## src/rtl/shift_seq_ctrl_if.sv

```systemverilog
// Word handshake and serial-drive bundle between a word producer and shift_seq_ctrl.
// The abort/aborted pair exists only when SHIFT_SEQ_ABORT_EN is defined.
interface shift_seq_ctrl_if #(
  parameter int WIDTH = 4
);
  logic [WIDTH-1:0] word_in;
  logic             word_valid;
  logic             word_ready;
  logic             ser_data;
  logic             shift_en;
  logic             busy;
  logic             done;
`ifdef SHIFT_SEQ_ABORT_EN
  logic             abort;
  logic             aborted;

  modport master (
    output word_in, word_valid, abort,
    input  word_ready, ser_data, shift_en, busy, done, aborted
  );
  modport slave (
    input  word_in, word_valid, abort,
    output word_ready, ser_data, shift_en, busy, done, aborted
  );
`else
  modport master (
    output word_in, word_valid,
    input  word_ready, ser_data, shift_en, busy, done
  );
  modport slave (
    input  word_in, word_valid,
    output word_ready, ser_data, shift_en, busy, done
  );
`endif
endinterface

```

## src/rtl/shift_seq_ctrl.sv

```systemverilog
// Loads a parallel word MSB-first into a downstream serial-in shift register.
// Optional abort path enabled by defining SHIFT_SEQ_ABORT_EN.
module shift_seq_ctrl #(
  parameter int WIDTH = 4,
  parameter int GAP   = 0
) (
  input logic             clk,
  input logic             rst_n,
  shift_seq_ctrl_if.slave bus
);

  localparam int CNT_W = $clog2(WIDTH + GAP + 1);
  localparam logic [CNT_W-1:0] LAST_SHIFT = CNT_W'(WIDTH - 1);
  localparam logic [CNT_W-1:0] LAST_GAP   = CNT_W'((GAP > 0) ? GAP - 1 : 0);

  typedef enum logic [1:0] {
    S_IDLE,
    S_SHIFT,
    S_GAP
  } state_t;

  state_t           r_state;
  logic [WIDTH-1:0] r_hold;
  logic [CNT_W-1:0] r_cnt;
  logic             r_done;
  logic             r_shift_en;
  logic             r_ser;
  logic             w_en;
  logic             w_bit;
  logic             w_abort;
`ifdef SHIFT_SEQ_ABORT_EN
  logic             r_aborted;

  assign w_abort     = bus.abort;
  assign bus.aborted = r_aborted;
`else
  assign w_abort     = 1'b0;
`endif

  // The hold register shifts left each SHIFT cycle, so its MSB is always the next bit out.
  assign w_en  = (r_state == S_SHIFT);
  assign w_bit = w_en & r_hold[WIDTH-1];

  always_ff @(posedge clk or negedge rst_n) begin
    if (!rst_n) begin
      r_state   <= S_IDLE;
      r_hold    <= '0;
      r_cnt     <= '0;
      r_done    <= 1'b0;
`ifdef SHIFT_SEQ_ABORT_EN
      r_aborted <= 1'b0;
`endif
    end else begin
      r_done    <= 1'b0;
`ifdef SHIFT_SEQ_ABORT_EN
      r_aborted <= 1'b0;
`endif
      case (r_state)
        S_IDLE: begin
          if (bus.word_valid) begin
            r_hold  <= bus.word_in;
            r_cnt   <= '0;
            r_state <= S_SHIFT;
          end
        end
        S_SHIFT: begin
          if (w_abort) begin
            r_cnt     <= '0;
            r_state   <= S_IDLE;
`ifdef SHIFT_SEQ_ABORT_EN
            r_aborted <= 1'b1;
`endif
          end else if (r_cnt == LAST_SHIFT) begin
            r_done  <= 1'b1;
            r_cnt   <= '0;
            r_state <= (GAP > 0) ? S_GAP : S_IDLE;
          end else begin
            r_cnt  <= r_cnt + CNT_W'(1);
            r_hold <= r_hold << 1;
          end
        end
        S_GAP: begin
          if (w_abort) begin
            r_cnt     <= '0;
            r_state   <= S_IDLE;
`ifdef SHIFT_SEQ_ABORT_EN
            r_aborted <= 1'b1;
`endif
          end else if (r_cnt == LAST_GAP) begin
            r_cnt   <= '0;
            r_state <= S_IDLE;
          end else begin
            r_cnt <= r_cnt + CNT_W'(1);
          end
        end
        default: begin
          r_cnt   <= '0;
          r_state <= S_IDLE;
        end
      endcase
    end
  end

  // Retimed to the falling edge so clk&shift_en downstream never glitches while clk is high.
  always_ff @(negedge clk or negedge rst_n) begin
    if (!rst_n) begin
      r_shift_en <= 1'b0;
      r_ser      <= 1'b0;
    end else begin
      r_shift_en <= w_en;
      r_ser      <= w_bit;
    end
  end

  assign bus.word_ready = (r_state == S_IDLE);
  assign bus.busy       = (r_state != S_IDLE);
  assign bus.done       = r_done;
  assign bus.shift_en   = r_shift_en;
  assign bus.ser_data   = r_ser;

endmodule
```

## src/flat_wrapper.sv

```systemverilog
// flat-port wrapper written by rule: the top's interface ports become plain ports
module shift_seq_ctrl_flat 
#(
  parameter int WIDTH = 4,
  parameter int GAP   = 0
)
  (clk, rst_n, bus_word_in, bus_word_valid, bus_word_ready, bus_ser_data, bus_shift_en, bus_busy, bus_done);
  shift_seq_ctrl_if #(.WIDTH(WIDTH)) bus_i ();
  input logic clk;
  input logic rst_n;
  input wire logic [$bits(bus_i.word_in)-1:0] bus_word_in;
  input wire logic [$bits(bus_i.word_valid)-1:0] bus_word_valid;
  output wire logic [$bits(bus_i.word_ready)-1:0] bus_word_ready;
  output wire logic [$bits(bus_i.ser_data)-1:0] bus_ser_data;
  output wire logic [$bits(bus_i.shift_en)-1:0] bus_shift_en;
  output wire logic [$bits(bus_i.busy)-1:0] bus_busy;
  output wire logic [$bits(bus_i.done)-1:0] bus_done;
  assign bus_i.word_in = bus_word_in;
  assign bus_i.word_valid = bus_word_valid;
  assign bus_word_ready = bus_i.word_ready;
  assign bus_ser_data = bus_i.ser_data;
  assign bus_shift_en = bus_i.shift_en;
  assign bus_busy = bus_i.busy;
  assign bus_done = bus_i.done;
  shift_seq_ctrl #(.WIDTH(WIDTH), .GAP(GAP)) u_core (.clk(clk), .rst_n(rst_n), .bus(bus_i));
endmodule
```

## config.mk

```make
export PLATFORM = sky130hd
export DESIGN_NAME = shift_seq_ctrl_flat
export DESIGN_NICKNAME = d
export VERILOG_FILES = /design/src/rtl/shift_seq_ctrl_if.sv /design/src/rtl/shift_seq_ctrl.sv /design/src/flat_wrapper.sv
export SDC_FILE = /design/constraint.sdc
export NUM_CORES = 1
export LEC_CHECK = 0
export CAP_MARGIN = 20
export CORE_AREA = 2 2 39 41
export CTS_BUF_LIST = sky130_fd_sc_hd__clkbuf_4 sky130_fd_sc_hd__clkbuf_8
export DETAILED_ROUTE_END_ITERATION = 12
export DIE_AREA = 0 0 41 43
export PLACE_DENSITY = 0.62
export SETUP_SLACK_MARGIN = 0.1
export SYNTH_ARGS = -nofsm -noshare
export SYNTH_HDL_FRONTEND = slang
export SYNTH_SLANG_ARGS = --single-unit
```

## constraint.sdc

```tcl
create_clock -name clk -period 2.9 [get_ports clk]
set_input_delay 0.87 -clock clk [delete_from_list [all_inputs] [get_ports clk]]
set_output_delay 0.87 -clock clk [all_outputs]
set_load 0.005 [all_outputs]
```

==> metrics.txt <==
status finished with violations; failing checks setup timing; CP Launch Type flop; WL per Instance 11.9 um; H-tree levels 1; most frequent cells in the layout clkdlybuf4s50_1 (9), dfrtp_1 (9), nand2_1 (7); drt via density 4.79; Final Hold Viols 0; Mapped Nets 48; global-route wire length before repair 1.36 mm; synth unique cells 21; M1 wire length 422 um; sequential share of the synthesized area 55.4%; io pins 12; cells along the critical path buf_2; Min-Delay Path Class reg -> reg; R2R Setup Slk 0.75 ns; Initial DRT Pass Iterations 4; root buf cell clkbuf_4; dpl ws -0.275 ns; Die W 41 um; clk buf depth 2; DR top layer met4; Worst-path clk slew 0.07 ns; layout cells sized above 1 28.6%; FF+latch count, synth 11; setup violators final 2; Mapped Cells 40; CP arrival 2.20 ns; number of buffers created by CTS 3; CTS resizes 7; Mapped Avg Cell Area 12.4 um^2; TritonCTS clock tree yes; Skew-Pair Late Insertion Delay 0.27 ns; Met3 Wirelength 50 um; Worst path slowest cell dfrtn_1; DR iter-0 viols 7; WS Path Type reg -> out; row cnt 14; Antenna Cells 0; crit end category output port; Max FO, Critical Path 1; IO Port Bufs 11; Die ar. 1760 um^2; slowest stage delay, CP 0.38 ns; synthesized area 497 um^2; Setup Skew 0.0119 ns; GR Overflow Total 0; cts hold-fix bufs 0; final core utilization 47.0%; Leak 0.000280 uW; core region area 1380 um^2; max-cap viol count 0; met2 WL between 300 and 400 um; Peak VDD IR 422 uV; initial antenna violation count 0; Antenna Nets Post-Route 0; Power Density 920 nW/um^2; number of synthesis warnings 0; Slew HR ~84%; Setup Buffers After CTS 0; Hold Slack just under 0.5 ns; largest net degree at the start of global routing 10; total clock sinks 11; gp weighted congestion between 0.7 and 0.8; DP HPWL around 650 um; layout net count 65; number of global-route vias before repair 282; Starting Density 35.9%; required time of the critical path just over 2 ns; Crit path max-delay family flip-flops; RSZ-0062 raised after global routing yes; drt drc 0; Area Overhead vs Synth 31.0%; Post-Route WL 856 um; Final Max Tran Viols 0; Setup TNS Final -0.333 ns; total power draw between 500 and 600 uW; Least-Margin Pin Slew 0.233 ns; DR vias 345; Worst Slack Setup Final -0.169 ns; gr usage total 12.6%; Buf/Inv on CP 1; die height roughly 43 um
==> sequential cells by signal, summed over array words and instances (netlist names) <==
register,flops
u_core.bus.done,1
u_core.r_cnt,3
u_core.bus.shift_en,1
u_core.bus.ser_data,1
u_core.r_hold,4
u_core.r_state,1
==> kinds of logic after synthesis <==
logic type | count (synthesis) | share of synthesized area [%]
simple gates | 14 | 16.9
flops | 11 | 55.4
compound gates | 10 | 19.4
buf+inv | 3 | 3.78
mux | 1 | 2.02
fa+ha+maj | 1 | 2.52
==> where the power goes <==
part,switching (uW),internal [uW]
combinational,116,137
sequential,26.9,208
clock,47.4,62.5
==> worst paths after layout <==
check,from,endpoint,cells past startpoint
worst max-delay path,u_core.bus.shift_en,bus_shift_en,1
worst min-delay path,u_core.r_cnt[0],u_core.r_cnt[0],1
worst max register to register,u_core.r_state[0],u_core.bus.ser_data,1
worst min register to register,u_core.r_cnt[0],u_core.r_cnt[0],1
max in group asynchronous,rst_n,u_core.bus.ser_data,1
min in group asynchronous,rst_n,u_core.r_hold[0],1
==> cell usage after synthesis, drive strengths merged <==
master	n	share of area [%]
buf	1	2.3
nor2b	1	2.8
inv	2	1.5
mux2i	1	2.0
o211ai	3	4.5
nand2	7	5.3
dfrtn	2	10
a211oi	1	1.5
o31ai	1	1.5
a32o	1	2.0
and2	1	1.8
ha	1	2.5
and2b	1	2.0
dfrtp	9	45
a22oi	1	2.5
nor2	3	3.8
a2bb2oi	2	6.0
o22ai	1	1.3
nand2b	1	1.3
==> metrics by stage <==
stage | cells | cell area (um^2)
finish | 72 | 651
detailed placement | 68 | 631
CTS | 72 | 651
global route | 72 | 651
global placement | 68 | 631
floorplan | 40 | 497
==> layout make-up <==
class / instances / area [um^2]
Sequential cell: 11 / 275
Tap cell: 16 / 20.0
Clock buffer: 4 / 30.0
Multi-Input combinational cell: 26 / 203
Timing Repair Buffer: 13 / 115
Inverter: 2 / 7.51
Fill cell: 142 / 733
==> per-layer routing <==
metal,global-route usage [%],vias to the layer above
met5,0,-
met4,8.00,0
met3,7.85,2
met2,14.1,8
met1,17.6,161
li1,-,174
No activity file was read; power rests on OpenSTA's default activity.
